## config.mk

```make
export PLATFORM = sky130hd
export DESIGN_NAME = mux_n_pipe_flat
export DESIGN_NICKNAME = d
export VERILOG_FILES = /design/src/rtl/mux_n_pipe_if.sv /design/src/rtl/mux_n_pipe.sv /design/src/flat_wrapper.sv
export SDC_FILE = /design/constraint.sdc
export NUM_CORES = 1
export LEC_CHECK = 0
export ABC_AREA = 0
export CAP_MARGIN = 0
export CORE_ASPECT_RATIO = 0.75
export CORE_MARGIN = 10
export CORE_UTILIZATION = 42
export DETAILED_ROUTE_END_ITERATION = 8
export PLACE_DENSITY_LB_ADDON = 0.3
export SLEW_MARGIN = 20
export SYNTH_ARGS = -nofsm -noshare
export SYNTH_HDL_FRONTEND = slang
export SYNTH_SLANG_ARGS = --single-unit
```

## constraint.sdc

```tcl
create_clock -name clk_i -period 1.9 [get_ports clk_i]
set_input_delay 0.38 -clock clk_i [delete_from_list [all_inputs] [get_ports clk_i]]
set_output_delay 0.38 -clock clk_i [all_outputs]
set_load 0.01 [all_outputs]
```

## src/rtl/mux_n_pipe_if.sv

```systemverilog
// Upstream/downstream handshake bundle for mux_n_pipe.
// Signal suffixes are from the block's point of view. The slave modport belongs to the block.
interface mux_n_pipe_if #(
  parameter int WIDTH  = 32,
  parameter int NUM_IN = 4
) ();
  localparam int SEL_W = $clog2(NUM_IN);

  logic                    flush_i;
  logic [NUM_IN*WIDTH-1:0] data_i;
  logic [SEL_W-1:0]        select_i;
  logic                    valid_i;
  logic                    ready_o;
  logic [WIDTH-1:0]        data_o;
  logic                    valid_o;
  logic                    ready_i;
  logic                    sel_err_o;
  logic                    err_clr_i;

  modport slave (
    input  flush_i, data_i, select_i, valid_i, ready_i, err_clr_i,
    output ready_o, data_o, valid_o, sel_err_o
  );

  modport master (
    output flush_i, data_i, select_i, valid_i, ready_i, err_clr_i,
    input  ready_o, data_o, valid_o, sel_err_o
  );
endinterface

```

## src/rtl/mux_n_pipe.sv

```systemverilog
// N:1 channel select into a registered output stage with a 2-entry skid buffer.
// Includes flush, and a sticky flag for out-of-range selects.
module mux_n_pipe #(
  parameter int               WIDTH       = 32,
  parameter int               NUM_IN      = 4,
  parameter logic [WIDTH-1:0] DEFAULT_VAL = '0
) (
  input logic          clk_i,
  input logic          rst_i,
  mux_n_pipe_if.slave  bus
);
  localparam int SEL_W = $clog2(NUM_IN);
  localparam logic [SEL_W:0] NUM_IN_W = (SEL_W+1)'(NUM_IN);

  typedef enum logic [1:0] {EMPTY, ONE, FULL} state_e;

  state_e           state_q, state_d;
  logic [WIDTH-1:0] data_q, data_d;
  logic [WIDTH-1:0] skid_q, skid_d;
  logic             err_q, err_d;
  logic [WIDTH-1:0] sel_val;
  logic             sel_oor, acc, pop;

  // Out-of-range selects fall through to DEFAULT_VAL.
  always_comb begin
    sel_val = DEFAULT_VAL;
    for (int k = 0; k < NUM_IN; k++)
      if (bus.select_i == SEL_W'(k)) sel_val = bus.data_i[k*WIDTH +: WIDTH];
  end

  assign sel_oor = {1'b0, bus.select_i} >= NUM_IN_W;
  assign acc     = bus.valid_i & bus.ready_o;
  assign pop     = bus.valid_o & bus.ready_i;

  always_comb begin
    state_d = state_q;
    data_d  = data_q;
    skid_d  = skid_q;
    err_d   = err_q;
    if (bus.flush_i) begin
      state_d = EMPTY;
    end else begin
      unique case (state_q)
        EMPTY: if (acc) begin state_d = ONE; data_d = sel_val; end
        ONE: begin
          if (acc && !pop)     begin state_d = FULL; skid_d = sel_val; end
          else if (acc && pop) data_d = sel_val;
          else if (pop)        state_d = EMPTY;
        end
        FULL: if (pop) begin state_d = ONE; data_d = skid_q; end
        default: state_d = EMPTY;
      endcase
    end
    // Set beats clear when both happen in the same cycle.
    if (bus.err_clr_i) err_d = 1'b0;
    if (acc && sel_oor && !bus.flush_i) err_d = 1'b1;
  end

  always_ff @(posedge clk_i) begin
    if (rst_i) begin
      state_q <= EMPTY;
      data_q  <= '0;
      skid_q  <= '0;
      err_q   <= 1'b0;
    end else begin
      state_q <= state_d;
      data_q  <= data_d;
      skid_q  <= skid_d;
      err_q   <= err_d;
    end
  end

  // Handshake outputs decode registered state only, so nothing feeds through combinationally.
  assign bus.ready_o   = (state_q != FULL);
  assign bus.valid_o   = (state_q != EMPTY);
  assign bus.data_o    = data_q;
  assign bus.sel_err_o = err_q;
endmodule
```

## src/flat_wrapper.sv

```systemverilog
// flat-port wrapper written by rule: the top's interface ports become plain ports
module mux_n_pipe_flat 
#(
  parameter int               WIDTH       = 32,
  parameter int               NUM_IN      = 4,
  parameter logic [WIDTH-1:0] DEFAULT_VAL = '0
)
  (clk_i, rst_i, bus_flush_i, bus_data_i, bus_select_i, bus_valid_i, bus_ready_i, bus_err_clr_i, bus_ready_o, bus_data_o, bus_valid_o, bus_sel_err_o);
  mux_n_pipe_if #(.WIDTH(WIDTH), .NUM_IN(NUM_IN)) bus_i ();
  input logic clk_i;
  input logic rst_i;
  input wire logic [$bits(bus_i.flush_i)-1:0] bus_flush_i;
  input wire logic [$bits(bus_i.data_i)-1:0] bus_data_i;
  input wire logic [$bits(bus_i.select_i)-1:0] bus_select_i;
  input wire logic [$bits(bus_i.valid_i)-1:0] bus_valid_i;
  input wire logic [$bits(bus_i.ready_i)-1:0] bus_ready_i;
  input wire logic [$bits(bus_i.err_clr_i)-1:0] bus_err_clr_i;
  output wire logic [$bits(bus_i.ready_o)-1:0] bus_ready_o;
  output wire logic [$bits(bus_i.data_o)-1:0] bus_data_o;
  output wire logic [$bits(bus_i.valid_o)-1:0] bus_valid_o;
  output wire logic [$bits(bus_i.sel_err_o)-1:0] bus_sel_err_o;
  assign bus_i.flush_i = bus_flush_i;
  assign bus_i.data_i = bus_data_i;
  assign bus_i.select_i = bus_select_i;
  assign bus_i.valid_i = bus_valid_i;
  assign bus_i.ready_i = bus_ready_i;
  assign bus_i.err_clr_i = bus_err_clr_i;
  assign bus_ready_o = bus_i.ready_o;
  assign bus_data_o = bus_i.data_o;
  assign bus_valid_o = bus_i.valid_o;
  assign bus_sel_err_o = bus_i.sel_err_o;
  mux_n_pipe #(.WIDTH(WIDTH), .NUM_IN(NUM_IN), .DEFAULT_VAL(DEFAULT_VAL)) u_core (.clk_i(clk_i), .rst_i(rst_i), .bus(bus_i));
endmodule
```

[Word-level counts from Yosys, hierarchy flattened]
Cells that the tools add are included.
Word-level totals
  output and inout bits: 35
  bits in registers: 66
  bits of input ports: 136
  logic and storage cells: 44
Cells by class
  mux-type cells: 15
  bitwise logic cells: 3
  reductions and logical operators: 11
  eq/ne operators: 12
Operators by type and width (number)
  $mux W32: 8
  $pmux W32 S3: 1
  $mux W2: 5
  $eq A2 B2 Y1 const B: 3
  $ne A2 B1 Y1 const B: 3
  $pmux W2 S3: 1
  $reduce_and A6 Y1: 1
  $eq A2 B1 Y1 const B: 2
  $logic_not A2 Y1: 2
  $ne A2 B2 Y1 const B: 2
  $reduce_and A4 Y1: 1
  $ne A3 B1 Y1 const B: 1
  $ne A3 B2 Y1 const B: 1
  $reduce_and A3 Y1: 1
  $reduce_bool A3 Y1: 1
  $and A1 B1 Y1: 2
  $logic_and A1 B1 Y1: 2
  $reduce_bool A2 Y1: 1
  $reduce_or A2 Y1: 1
  $logic_not A1 Y1: 1
  $not A1 Y1: 1

[Logic depth before layout (Yosys ltp)]
  depth after elaboration: 8
  mapped depth: 8
  gate-level depth less buffers: 5

[Worst setup path after synthesis]
Ideal clock, no wire load.
  path kind: input -> register
  start: input bus_select_i[1]
  end: register u_core.skid_q[16]
  data arrival time: 1.559 ns
  path buffers: 2
  data required time: 1.783 ns
  cell stages on the path: 5
  setup time: 0.117 ns
  setup slack: 0.224 ns
  cell sequence: buf_2 buf_2 mux2_1 mux2_2 a22o_1
Between the ends
  cells in the longest elaborated chain, start to end: 5
  elaborated cells on any way between the ends: 8
  those cells by class: eq/ne: 3; mux: 4; reduce/logical: 1
Ends and longest elaborated chain
  start, declared: RTL line flat_wrapper.sv:14  | input wire logic [$bits(bus_i.select_i)-1:0] bus_select_i;
  $logic_not A2 Y1: RTL line mux_n_pipe.sv:28  | if (bus.select_i == SEL_W'(k)) sel_val = bus.data_i[k*WIDTH +: WIDTH];
  $mux W32 (3 in series): RTL line mux_n_pipe.sv:28
  $mux W32 (*): RTL line mux_n_pipe.sv:28
  end signal, assigned: RTL line mux_n_pipe.sv:68  | skid_q <= skid_d;
  end, declared: RTL line mux_n_pipe.sv:19  | logic [WIDTH-1:0] skid_q, skid_d;
Every way passes the cells marked *; elsewhere a longest branch is shown, timed or not.
A chain may end at the register's enable or synchronous reset.

[Worst setup path in the final report]
  start: register u_core.state_q[0]
  end: register u_core.data_q[22] (netlist: u_core.bus.data_o[22])
Between the ends
  cells in the longest elaborated chain, start to end: 6
  elaborated cells on any way between the ends: 17
  those cells by class: eq/ne: 7; mux: 1; bitwise: 2; reduce/logical: 7
Ends and longest elaborated chain
  start, declared: RTL line mux_n_pipe.sv:17  | state_e state_q, state_d;
  start signal, assigned: RTL line mux_n_pipe.sv:66  | state_q <= state_d;
  $reduce_bool A2 Y1: RTL line mux_n_pipe.sv:75  | assign bus.valid_o = (state_q != EMPTY);
  $and A1 B1 Y1: RTL line mux_n_pipe.sv:33  | assign pop = bus.valid_o & bus.ready_i;
  $logic_not A1 Y1: RTL line mux_n_pipe.sv:46  | if (acc && !pop) begin state_d = FULL; skid_d = sel_val; end
  $logic_and A1 B1 Y1: RTL line mux_n_pipe.sv:46
  $ne A2 B2 Y1 (no line)
  $reduce_and A6 Y1 (no line)
  end signal, assigned: RTL line mux_n_pipe.sv:67  | data_q <= data_d;
  end, declared: RTL line mux_n_pipe.sv:18  | logic [WIDTH-1:0] data_q, data_d;
Several ways; a longest one is shown, not always the timed one.

==> results.ini <==
[floorplan]
placementRows=30
die_y_um=102.8
die_w_um=130.3
core-area_mm2=0.008971
initial_core_util_pct=42.75
die-area_mm2=0.01339
io_pins=171

[finish]
areaGrowthSynthToFinish_pct=56.44
diodes=0
layout.nets=670
multi_input_area_mm2=0.002286
drive_gt1_share_pct=14.66
layout_common_cells=164 x clkdlybuf4s50_1, 65 x dfxtp_1, 36 x mux2_2
final_common_cell=clkdlybuf4s50_1
seq_area_mm2=0.001323
final.fill_count=720

[clock_tree]
numCtsBuffers=9
cts_root_buffer=clkbuf_16
h-tree-depth=3
cts_tree=built
cts.sinks=66
clk_latency_ps=330
clk_pin_slew_worst_paths_ps=60
clockBufferDepth=2
holdBufCountCts=0

[critical_path]
cp-start-kind=flop
rr_endpoint=u_core.bus.data_o[22]
arrival_ps=1970
reg2reg_from=u_core.state_q[0]
cpMostUsedCell=buf_4
critPathKind=reg -> reg
reg2reg_depth=6
path_buf_inv=2
r2r_setup_slack_ps=140
worst_ep_required_time_ps=2100
endpoint_kind=flop
critical_path.max_stage_delay_ps=350
cp_max_fo=23
cp_slowest_cell=dfxtp_1
cpLargestDelayFamily=compound AO/OA/AOI/OAI gates
worstPathCellList=and2b_1, buf_4, nor2_1, buf_4, a222oi_1, a22oi_1

[power]
ir_drop_mv=0.3931
p_total_mw=4.125
leakagePower_nw=2.381
power-per-cell-area_mw_per_mm2=687.6

[logic_synthesis]
ys_seq_area_share_pct=34.45
yosysWarningCount=0
yosysTopAreaCell=dfxtp_1
synth_edf_count=0
syn_avg_cell_area_um2=10.25
synth.distinct_cells=31
yosys.area.top_type_share_pct=34.45
syn-cell-area_mm2=0.003835
synth_cells=374
syn-num-nets=510
async_reset_ff_share_pct=0
synth-seq-cells=66
synth_area_leaders=dfxtp_1 34%, mux2_2 11%, mux2_1 9.7%
synth-main-ff-cell=dfxtp_1

[place]
dp_hpwl_um=9976
dpl_worst_slack_ps=-98.65
portBuffers=168
place_congestion=0.8017

[drt]
wl_um=13570
via_per_inst=5.799
num_vias=3775
first_pass_iters=5
drt_iter0_drc=397
wire_per_inst_um=20.84
ant_nets=0
drcViolationCount=0

[timing]
slew_violations=0
fin_crit_sh_pct=92.81
rsz0062_at_grt=false
clock.fmax_mhz=567.1
skew_ps=6.931
setup_viol_count_final=0
setup_ws_ps=136.6
final-hold-violation-count=0
timing.final.crit_period_ps=1763

[min_path]
min_to=u_core.skid_q[22]
worstHoldPathCells=1
worstHoldPathType=reg -> reg
min_from=u_core.skid_q[22]

[global_routing]
grt.total_usage_pct=19.64
antenna_found_initial=0
grt_max_degree=39
grt_pass1_wl_um=21070
first_global_vias=4209
overflow=0

[flow_run]
maxCapViolations=0

[run_status]
status=finished, final reports clean

-- kinds of logic after synthesis --
group	after synthesis	share of synthesized area, %
AOI/OAI and AO/OA	110	24.40
buffers and inverters	51	6.329
DFF	66	34.45
muxes	97	27.57
other	1	0.09779
and+or+nand+nor	49	7.146
-- metal layers --
metal  GRT usage [%]  routed length [um]  vias up  share of wire [%]
met2           34.26                6621      186                 49
met4           7.246                 321        0                2.4
li1                -                   -     1776                  -
met5               0                   0        -                  0
met3           6.886                1245       27                9.2
met1           21.72                5379     1786                 40
-- sequential cells by signal (all words and copies together), names as in the netlist --
name / cells
u_core.state_q: 2
u_core.bus.data_o: 32
u_core.skid_q: 32
-- final cells by class --
type	count	area share, %
clock inverters	6	1.084
repair buffers	189	31.76
multi-input cells	257	38.10
flip-flops and latches	66	22.04
clock buffers	10	3.983
well taps	112	2.336
inverters	11	0.6882
-- Yosys cell counts, types with 8 or more instances --
cell type and count:
a21oi_1 11, a222oi_1 23, a22o_1 32, a22oi_1 23
buf_2 8, clkbuf_1 23, dfxtp_1 66, inv_1 10
mux2_1 33, mux2_2 36, mux2i_1 28, nand2_1 12
nand2b_1 25, o221a_1 9, o221ai_1 9
-- worst max-delay path by stage --
| stage | start | endpoint | slack, ps | cells after the start |
|---|---|---|---|---|
| 2_1_floorplan | bus_select_i[1] | u_core.skid_q[16] | 220 | 5 |
| 3_3_place_gp | bus_valid_i | u_core.bus.data_o[13] | -10 | 5 |
| 5_1_grt | u_core.state_q[0] | u_core.bus.data_o[22] | 10 | 6 |
| 3_5_place_dp | bus_valid_i | u_core.bus.data_o[12] | -100 | 5 |
| 4_1_cts | u_core.state_q[1] | bus_valid_o | 9 | 2 |
| 6_report | u_core.state_q[0] | u_core.bus.data_o[22] | 140 | 6 |
-- per-stage QoR --
step | area (um^2) | util, % | cells | setup TNS (ps) | hold slack (ps)
6_report | 6000 | 66.88 | 651 | 0 | 477.4
5_1_grt | 6000 | 66.88 | 651 | 0 | 495.6
4_1_cts | 5996 | 66.83 | 651 | 0 | 478.3
3_5_place_dp | 5693 | 63.46 | 635 | -1804 | 463.7
3_3_place_gp | 5693 | 63.46 | 635 | -71.33 | 459.3
2_1_floorplan | 3835 | - | 374 | 0 | 448.2
-- timing repair --
action | 4_1_cts | 5_1_grt
setup endpoints to repair | 1 | 4
setup buffers | 0 | 0
pin swaps | 0 | 1
gates resized for setup | 1 | 2
-- where the power goes --
part	total [mW]	switching (mW)	internal, mW	leakage, nW
Sequential	1.49	0.0388	1.45	0.539
Combinational	0.953	0.372	0.581	1.69
Clock	1.69	0.634	1.05	0.149
Note: power is estimated with default switching activity, not from simulation.
